==> src/rtl/hl_reset_sequencer.sv <==
// Board reset sequencer: PLL lock/settle, PHY reset pulse, then core reset release; debounced button restarts.
// Outputs are registered and change on the same edge as state_dbg; inputs add 2 cycles of synchronizer latency.
module hl_reset_sequencer #(
  parameter int unsigned DEBOUNCE_CYCLES = 1000000,
  parameter int unsigned SETTLE_CYCLES   = 50000,
  parameter int unsigned PHY_RST_CYCLES  = 500000,
  parameter int unsigned CORE_RST_CYCLES = 1024
) (
  input  logic       clk50mhz,
  input  logic       extreset,
  input  logic       btn_n,
  input  logic       pll_locked,
  output logic       core_reset,
  output logic       phy_reset_n,
  output logic       ready,
  output logic [2:0] state_dbg
);

  localparam int unsigned MAX_SP  = (SETTLE_CYCLES > PHY_RST_CYCLES) ? SETTLE_CYCLES : PHY_RST_CYCLES;
  localparam int unsigned SEQ_MAX = (MAX_SP > CORE_RST_CYCLES) ? MAX_SP : CORE_RST_CYCLES;
  localparam int unsigned CNT_W   = $clog2(SEQ_MAX) + 1;
  localparam int unsigned DB_W    = $clog2(DEBOUNCE_CYCLES) + 1;

  localparam logic [CNT_W-1:0] SETTLE_LAST = CNT_W'(SETTLE_CYCLES - 1);
  localparam logic [CNT_W-1:0] PHY_LAST    = CNT_W'(PHY_RST_CYCLES - 1);
  localparam logic [CNT_W-1:0] CORE_LAST   = CNT_W'(CORE_RST_CYCLES - 1);
  localparam logic [DB_W-1:0]  DB_LAST     = DB_W'(DEBOUNCE_CYCLES - 1);

  typedef enum logic [2:0] {
    S_HOLD      = 3'd0,
    S_WAIT_LOCK = 3'd1,
    S_SETTLE    = 3'd2,
    S_PHY_RST   = 3'd3,
    S_CORE_RST  = 3'd4,
    S_RUN       = 3'd5
  } state_e;

  state_e           state_q, state_d;
  logic [CNT_W-1:0] cnt_q, cnt_d, cnt_last, cnt_inc;
  logic [DB_W-1:0]  db_cnt_q, db_cnt_d;
  logic             db_q, db_d;
  logic [1:0]       btn_sync_q, btn_sync_d;
  logic [1:0]       lock_sync_q, lock_sync_d;
  logic             core_reset_q, core_reset_d;
  logic             phy_reset_n_q, phy_reset_n_d;
  logic             ready_q, ready_d;
  logic             btn_press;
  logic             lock_ok;

  assign lock_ok = lock_sync_q[1];

  // Debouncer: a flip needs DEBOUNCE_CYCLES consecutive samples opposite to the held value.
  always_comb begin
    btn_sync_d  = {btn_sync_q[0], btn_n};
    lock_sync_d = {lock_sync_q[0], pll_locked};
    db_d        = db_q;
    db_cnt_d    = '0;
    btn_press   = 1'b0;
    if (btn_sync_q[1] != db_q) begin
      if (db_cnt_q == DB_LAST) begin
        db_d      = ~db_q;
        btn_press = db_q;
      end else begin
        db_cnt_d = db_cnt_q + DB_W'(1);
      end
    end
  end

  always_comb begin
    cnt_inc = (&cnt_q) ? cnt_q : cnt_q + CNT_W'(1);
    case (state_q)
      S_SETTLE:  cnt_last = SETTLE_LAST;
      S_PHY_RST: cnt_last = PHY_LAST;
      default:   cnt_last = CORE_LAST;
    endcase
  end

  // Lock loss outranks the button, which outranks the dwell counter finishing.
  always_comb begin
    state_d = state_q;
    cnt_d   = '0;
    case (state_q)
      S_HOLD:      state_d = S_WAIT_LOCK;
      S_WAIT_LOCK: if (lock_ok) state_d = S_SETTLE;
      S_SETTLE, S_PHY_RST, S_CORE_RST: begin
        if (!lock_ok || btn_press) begin
          state_d = S_WAIT_LOCK;
        end else if (cnt_q == cnt_last) begin
          case (state_q)
            S_SETTLE:  state_d = S_PHY_RST;
            S_PHY_RST: state_d = S_CORE_RST;
            default:   state_d = S_RUN;
          endcase
        end else begin
          cnt_d = cnt_inc;
        end
      end
      S_RUN:       if (!lock_ok || btn_press) state_d = S_WAIT_LOCK;
      default:     state_d = S_HOLD;
    endcase
    core_reset_d  = (state_d != S_RUN);
    phy_reset_n_d = (state_d == S_CORE_RST) || (state_d == S_RUN);
    ready_d       = (state_d == S_RUN);
  end

  always_ff @(posedge clk50mhz) begin
    btn_sync_q  <= btn_sync_d;
    lock_sync_q <= lock_sync_d;
    if (extreset) begin
      state_q       <= S_HOLD;
      cnt_q         <= '0;
      db_q          <= 1'b1;
      db_cnt_q      <= '0;
      core_reset_q  <= 1'b1;
      phy_reset_n_q <= 1'b0;
      ready_q       <= 1'b0;
    end else begin
      state_q       <= state_d;
      cnt_q         <= cnt_d;
      db_q          <= db_d;
      db_cnt_q      <= db_cnt_d;
      core_reset_q  <= core_reset_d;
      phy_reset_n_q <= phy_reset_n_d;
      ready_q       <= ready_d;
    end
  end

  assign core_reset  = core_reset_q;
  assign phy_reset_n = phy_reset_n_q;
  assign ready       = ready_q;
  assign state_dbg   = state_q;

endmodule
==> config.mk <==
export PLATFORM = sky130hd
export DESIGN_NAME = hl_reset_sequencer
export DESIGN_NICKNAME = d
export VERILOG_FILES = /design/src/rtl/hl_reset_sequencer.sv
export SDC_FILE = /design/constraint.sdc
export NUM_CORES = 1
export LEC_CHECK = 0
export ABC_AREA = 0
export CORE_ASPECT_RATIO = 1.2
export CORE_UTILIZATION = 64
export CTS_CLUSTER_SIZE = 10
export DETAILED_ROUTE_END_ITERATION = 8
export PLACE_DENSITY = 0.83
export SLEW_MARGIN = 40
export SYNTH_ARGS = -nofsm -noshare
export SYNTH_HDL_FRONTEND = slang
export SYNTH_SLANG_ARGS = --single-unit
export TNS_END_PERCENT = 30
==> constraint.sdc <==
create_clock -name clk50mhz -period 6.05 [get_ports clk50mhz]
set_clock_uncertainty 0.1 [all_clocks]
set_input_delay 1.21 -clock clk50mhz [delete_from_list [all_inputs] [get_ports clk50mhz]]
set_output_delay 1.21 -clock clk50mhz [all_outputs]
set_load 0.005 [all_outputs]
**Yosys cells after proc, flatten, opt, wreduce, memory -nomap -nowiden**

Index checks and enable logic that the tools add are counted.
W data, S select, Z words.

- Add/sub/neg operators: 2
- $mul: 0
- Div/mod/pow operators: 0
- Magnitude comparators: 0
- Equality and inequality tests: 11
- Shifts and indexed selects: 0
- Muxes and demuxes: 9
- Bitwise gates (word level): 3
- Reductions and logical operators: 9

Operator list:

| operator | number |
|---|---|
| $pmux W19 S2 | 1 |
| $add A21 B1 Y21 const B | 1 |
| $eq A21 B20 Y1 const B | 1 |
| $add A20 B1 Y20 const B | 1 |
| $eq A20 B20 Y1 | 1 |
| $reduce_and A20 Y1 | 1 |
| $eq A3 B3 Y1 const B | 4 |
| $mux W3 | 4 |
| $pmux W3 S4 | 1 |
| $eq A3 B2 Y1 const B | 2 |
| $pmux W3 S2 | 1 |
| $reduce_or A3 Y1 | 2 |
| $reduce_or A4 Y1 | 1 |
| $eq A3 B1 Y1 const B | 1 |
| $logic_not A3 Y1 | 1 |
| $ne A3 B3 Y1 const B | 1 |
| $not A1 Y1 | 3 |
| $logic_or A1 B1 Y1 | 2 |
| $mux W1 | 2 |
| $reduce_and A2 Y1 | 1 |
| $logic_not A1 Y1 | 1 |
| $ne A1 B1 Y1 | 1 |

- Bits in registers: 52
- Bits in latches: 0
- Memory bits (writable): 0
- Bits in read-only memories: 0
- Output and inout port bits: 6
- Memories: 0

**Logic depth before layout (Yosys ltp)**

- Depth in word-level cells: 8
- Mapped depth: 7
- Depth with buffers taken out: 6

**Worst setup path before layout**

Ideal clock, no wire load.

- Kind: input to register
- Start: input extreset
- End: register cnt_q[19]
- Arrival time: 1,960 ps
- Slack: 3,899 ps
- Stages: 5
- Buffers on the path: 1
- Cells stage by stage: nand2b_1 > a211oi_1 > o31ai_1 > buf_2 > a311oi_1

- Word-level cells in the longest chain between the ends: 1

RTL lines:

| item | RTL line | RTL |
|---|---|---|
| start: declaration | 10 | `input logic extreset,` |
| $reduce_or A4 Y1 (no source line) | -- |  |
| end signal: assignment | 119 | `cnt_q <= cnt_d;` |
| end: declaration | 39 | `logic [CNT_W-1:0] cnt_q, cnt_d, cnt_last, cnt_inc;` |

Every way passes these cells.
A chain may end at the register's enable or synchronous reset.

**Final worst setup path**

- Start: register state_q[0] (netlist: state_dbg[0])
- End: output state_dbg[0]

RTL lines:

| item | RTL line | RTL |
|---|---|---|
| start: declaration | 38 | `state_e state_q, state_d;` |
| start signal: assignment | 118 | `state_q <= state_d;` |
| end: declaration | 16 | `output logic [2:0] state_dbg` |

No word-level cell between the ends.

==> run_summary.xml <==
<?xml version="1.0" encoding="UTF-8"?>
<metrics>
  <group name="status">
    <metric name="result_of_the_run" unit="">complete, no violations</metric>
  </group>
  <group name="pwr">
    <metric name="power_density" unit="nW/um^2">212</metric>
    <metric name="post-layout-total-power" unit="uW">570</metric>
    <metric name="ir_worst_vdd" unit="mV">0.132</metric>
    <metric name="p_leak" unit="uW">0.000831</metric>
  </group>
  <group name="clock_tree">
    <metric name="ctsHoldBuffers" unit="">0</metric>
    <metric name="htree_num_levels" unit="">2</metric>
    <metric name="post_cts_resize_count" unit="">0</metric>
    <metric name="clock_network_latency_to_the_later_pin_of_the_worst_skew_pair" unit="ns">0.31</metric>
    <metric name="clock_tree_from_tritoncts" unit="">built</metric>
    <metric name="cts.path.max_buffers" unit="">2</metric>
    <metric name="cts.sinks" unit="">52</metric>
    <metric name="clockRootBuffer" unit="">clkbuf_8</metric>
    <metric name="cts.reportedPaths.clkPinSlew" unit="ns">0.10</metric>
    <metric name="cts_setup_buffers" unit="">0</metric>
    <metric name="cts_made_buffers" unit="">5</metric>
  </group>
  <group name="drt">
    <metric name="detail_route.iter0.violations" unit="">171</metric>
    <metric name="wl" unit="um">4660</metric>
    <metric name="via_count" unit="">2082</metric>
    <metric name="route.detailed.vias_per_inst" unit="">6.00</metric>
    <metric name="final_antenna_net_count" unit="">0</metric>
    <metric name="post-route-drc-count" unit="">0</metric>
    <metric name="wl_per_cell" unit="um">13.4</metric>
    <metric name="first_pass_iters" unit="">4</metric>
  </group>
  <group name="setup_path">
    <metric name="timing.critical_path.max_delay_family" unit="">buffers and inverters</metric>
    <metric name="timing.critical_path.from_type" unit="">flop</metric>
    <metric name="cp_data_required_time" unit="ns">4.74</metric>
    <metric name="critical_path.max_fanout" unit="">10</metric>
    <metric name="cp.arrival" unit="ns">1.37</metric>
    <metric name="critical_path_cell_list" unit="">clkdlybuf4s50_1</metric>
    <metric name="critical_path_buf_inv_count" unit="">1</metric>
    <metric name="critPathSlowestCell" unit="">clkdlybuf4s50_1</metric>
    <metric name="worstSetupPathType" unit="">flop to output port</metric>
    <metric name="regToRegSetupSlack" unit="ns">3.43</metric>
    <metric name="end_kind" unit="">output port</metric>
    <metric name="timing.critical_path.slowest_cell_delay" unit="ns">0.56</metric>
  </group>
  <group name="placement">
    <metric name="hpwlAfterDp" unit="um">3140</metric>
    <metric name="port_buffers" unit="">9</metric>
    <metric name="place.gp.congestion" unit="">0.924</metric>
  </group>
  <group name="layout">
    <metric name="layout-drive-gt1-share" unit="">0.0508</metric>
    <metric name="nets" unit="">300</metric>
    <metric name="flow.area_growth_from_synthesis" unit="%">8.87</metric>
    <metric name="num_antenna_cells" unit="">0</metric>
  </group>
  <group name="floorplanning">
    <metric name="core-area" unit="sq um">3660</metric>
    <metric name="chipHeight" unit="um">70.0</metric>
    <metric name="start_util" unit="">0.673</metric>
    <metric name="die-width" unit="um">58.7</metric>
    <metric name="num_io_pins" unit="">10</metric>
    <metric name="placementRows" unit="">24</metric>
    <metric name="fp.dieArea" unit="sq um">4110</metric>
  </group>
  <group name="synthesis">
    <metric name="post_synth.cell_area_avg" unit="sq um">8.60</metric>
    <metric name="synthesis.nets" unit="">293</metric>
    <metric name="ys_seq_area_frac" unit="">0.422</metric>
    <metric name="synth-warning-count" unit="">0</metric>
    <metric name="synth-edff-count" unit="">0</metric>
    <metric name="synth_top_flop_cell" unit="">dfxtp_1</metric>
    <metric name="netlist_area" unit="sq um">2470</metric>
    <metric name="postSynthCellCount" unit="">287</metric>
    <metric name="number_of_distinct_library_cells_after_synthesis" unit="">43</metric>
    <metric name="synth_async_sr_flop_share" unit="">0</metric>
    <metric name="synth-seq-cells" unit="">52</metric>
  </group>
  <group name="grt">
    <metric name="leftover_overflow_at_the_end_of_global_routing" unit="">0</metric>
    <metric name="grt_use_total" unit="">0.245</metric>
    <metric name="maximum_number_of_pins_on_one_net_before_global_route_repair" unit="">22</metric>
    <metric name="grtUsageMet3" unit="">0.0463</metric>
    <metric name="grt_pass1_vias" unit="">1872</metric>
    <metric name="fraction_of_met2_tracks_used_by_global_routing" unit="">0.391</metric>
    <metric name="grt_use_met1" unit="">0.314</metric>
    <metric name="grt.busiest_layer" unit="">met2</metric>
    <metric name="grt_pass1_wl" unit="um">7910</metric>
    <metric name="grt_antenna_before_repair" unit="">0</metric>
  </group>
  <group name="timing">
    <metric name="fin_setup_tns" unit="ns">0</metric>
    <metric name="relSlewSlack" unit="">0.472</metric>
    <metric name="report.final.hold_viol_count" unit="">0</metric>
    <metric name="slew_viols_final" unit="">0</metric>
    <metric name="worstMarginPinSlew" unit="ns">0.786</metric>
    <metric name="fin_crit" unit="ns">2.68</metric>
    <metric name="post-route-period-util" unit="">0.444</metric>
    <metric name="report.final.setup_viol" unit="">0</metric>
    <metric name="fmax" unit="GHz">0.373</metric>
    <metric name="rsz0062_at_grt" unit="">no</metric>
  </group>
  <group name="job">
    <metric name="max-cap-violations" unit="">0</metric>
  </group>
  <group name="worst_hold_path">
    <metric name="worstHoldPathType" unit="">flop to flop</metric>
  </group>
</metrics>
per-layer routing:
metal | wire, um | share of wire
met1 | 2140 | 0.46
met2 | 2240 | 0.48
met3 | 191 | 0.041
met4 | 90 | 0.019
met5 | 0 | 0
synthesized netlist by cell type, types with 4 or more instances:
master | n | area share
dfxtp_1 | 52 | 0.42
nor2_1 | 43 | 0.065
xnor2_1 | 21 | 0.075
nand2_1 | 18 | 0.027
nand3_1 | 16 | 0.032
a21oi_1 | 13 | 0.026
xor2_1 | 13 | 0.046
and3_1 | 8 | 0.020
nand4_1 | 8 | 0.020
nor3_1 | 8 | 0.016
and4_1 | 7 | 0.025
nor4_1 | 7 | 0.018
a211oi_1 | 6 | 0.018
buf_2 | 6 | 0.012
nor2b_1 | 6 | 0.015
inv_1 | 5 | 0.0076
or3_1 | 5 | 0.013
clkbuf_1 | 4 | 0.0061
nand2b_1 | 4 | 0.010
nor4b_1 | 4 | 0.014
o21ai_0 | 4 | 0.0081
metrics by stage:
stage | util | cell area, sq um | instances | setup slack, ns | hold slack (ns)
6_report | 0.733 | 2690 | 347 | 3.37 | 0.236
5_1_grt | 0.733 | 2690 | 347 | 3.28 | 0.254
4_1_cts | 0.733 | 2690 | 347 | 3.36 | 0.244
3_5_place_dp | 0.708 | 2590 | 339 | 3.17 | 0.215
3_3_place_gp | 0.707 | 2590 | 339 | 3.21 | 0.216
2_1_floorplan | - | 2470 | 287 | 3.90 | 0.210
cell families after synthesis:
logic type,count (synthesis),share of synthesized area
adder cells (fa/ha/maj),2,0.0101
flip-flops,52,0.422
AND/OR/NAND/NOR,144,0.310
XOR/XNOR,34,0.121
AO/OA/AOI/OAI,40,0.111
buffers and inverters,15,0.0259
area by class of cell:
cell class | count | area, sq um
clock buffer | 5 | 68.8
inverter | 5 | 18.8
tap | 52 | 65.1
multi-input combinational | 220 | 1370
timing repair buffer | 10 | 97.6
fill | 302 | 977
sequential | 52 | 1040
clock inverter | 3 | 22.5
power breakdown:
group          leakage, uW  switching, uW  internal, uW
sequential        0.000421           4.26           345
clock            0.0000485            118          83.1
combinational     0.000361           10.1          9.16
registers in the layout, summed over array words and instances, names as in the netlist:
name and flops:
cnt_q 20, btn_sync_q 2, db_cnt_q 21, phy_reset_n 1, core_reset 1, db_q 1, ready 1, state_dbg 3
lock_sync_q 2
path summary, 6_finish.rpt:
| kind | startpoint | to | depth (start not counted) |
|---|---|---|---|
| worst max-delay path | state_dbg[0]$_SDFF_PP0_ | state_dbg[0] | 1 |
| worst max register to register | db_cnt_q[0]$_SDFF_PP0_ | db_cnt_q[17]$_SDFF_PP0_ | 6 |
| worst min register to register | lock_sync_q[0]$_DFF_P_ | lock_sync_q[1]$_DFF_P_ | 0 |
| worst min-delay path | lock_sync_q[0]$_DFF_P_ | lock_sync_q[1]$_DFF_P_ | 0 |
placed cells by master (no fill, tap or decap), types with 2 or more instances in the layout:
master           Yosys  layout
dfxtp_1             52      52
nor2_1              43      43
xnor2_1             21      21
nand2_1             18      18
nand3_1             16      16
a21oi_1             13      13
xor2_1              13      13
clkdlybuf4s50_1      0       9
and3_1               8       8
nand4_1              8       8
and4_1               7       7
nor3_1               8       7
nor4_1               7       7
nor2b_1              6       6
a211oi_1             6       6
inv_1                5       5
or3_1                5       5
clkbuf_8             0       5
nor4b_1              4       4
o21ai_0              4       4
nand2b_1             4       4
a211o_1              3       3
nor3b_1              2       2
o21a_1               2       2
a311oi_1             2       2
a21o_1               2       2
ha_1                 2       2
No activity file was read; power rests on OpenSTA's default activity.
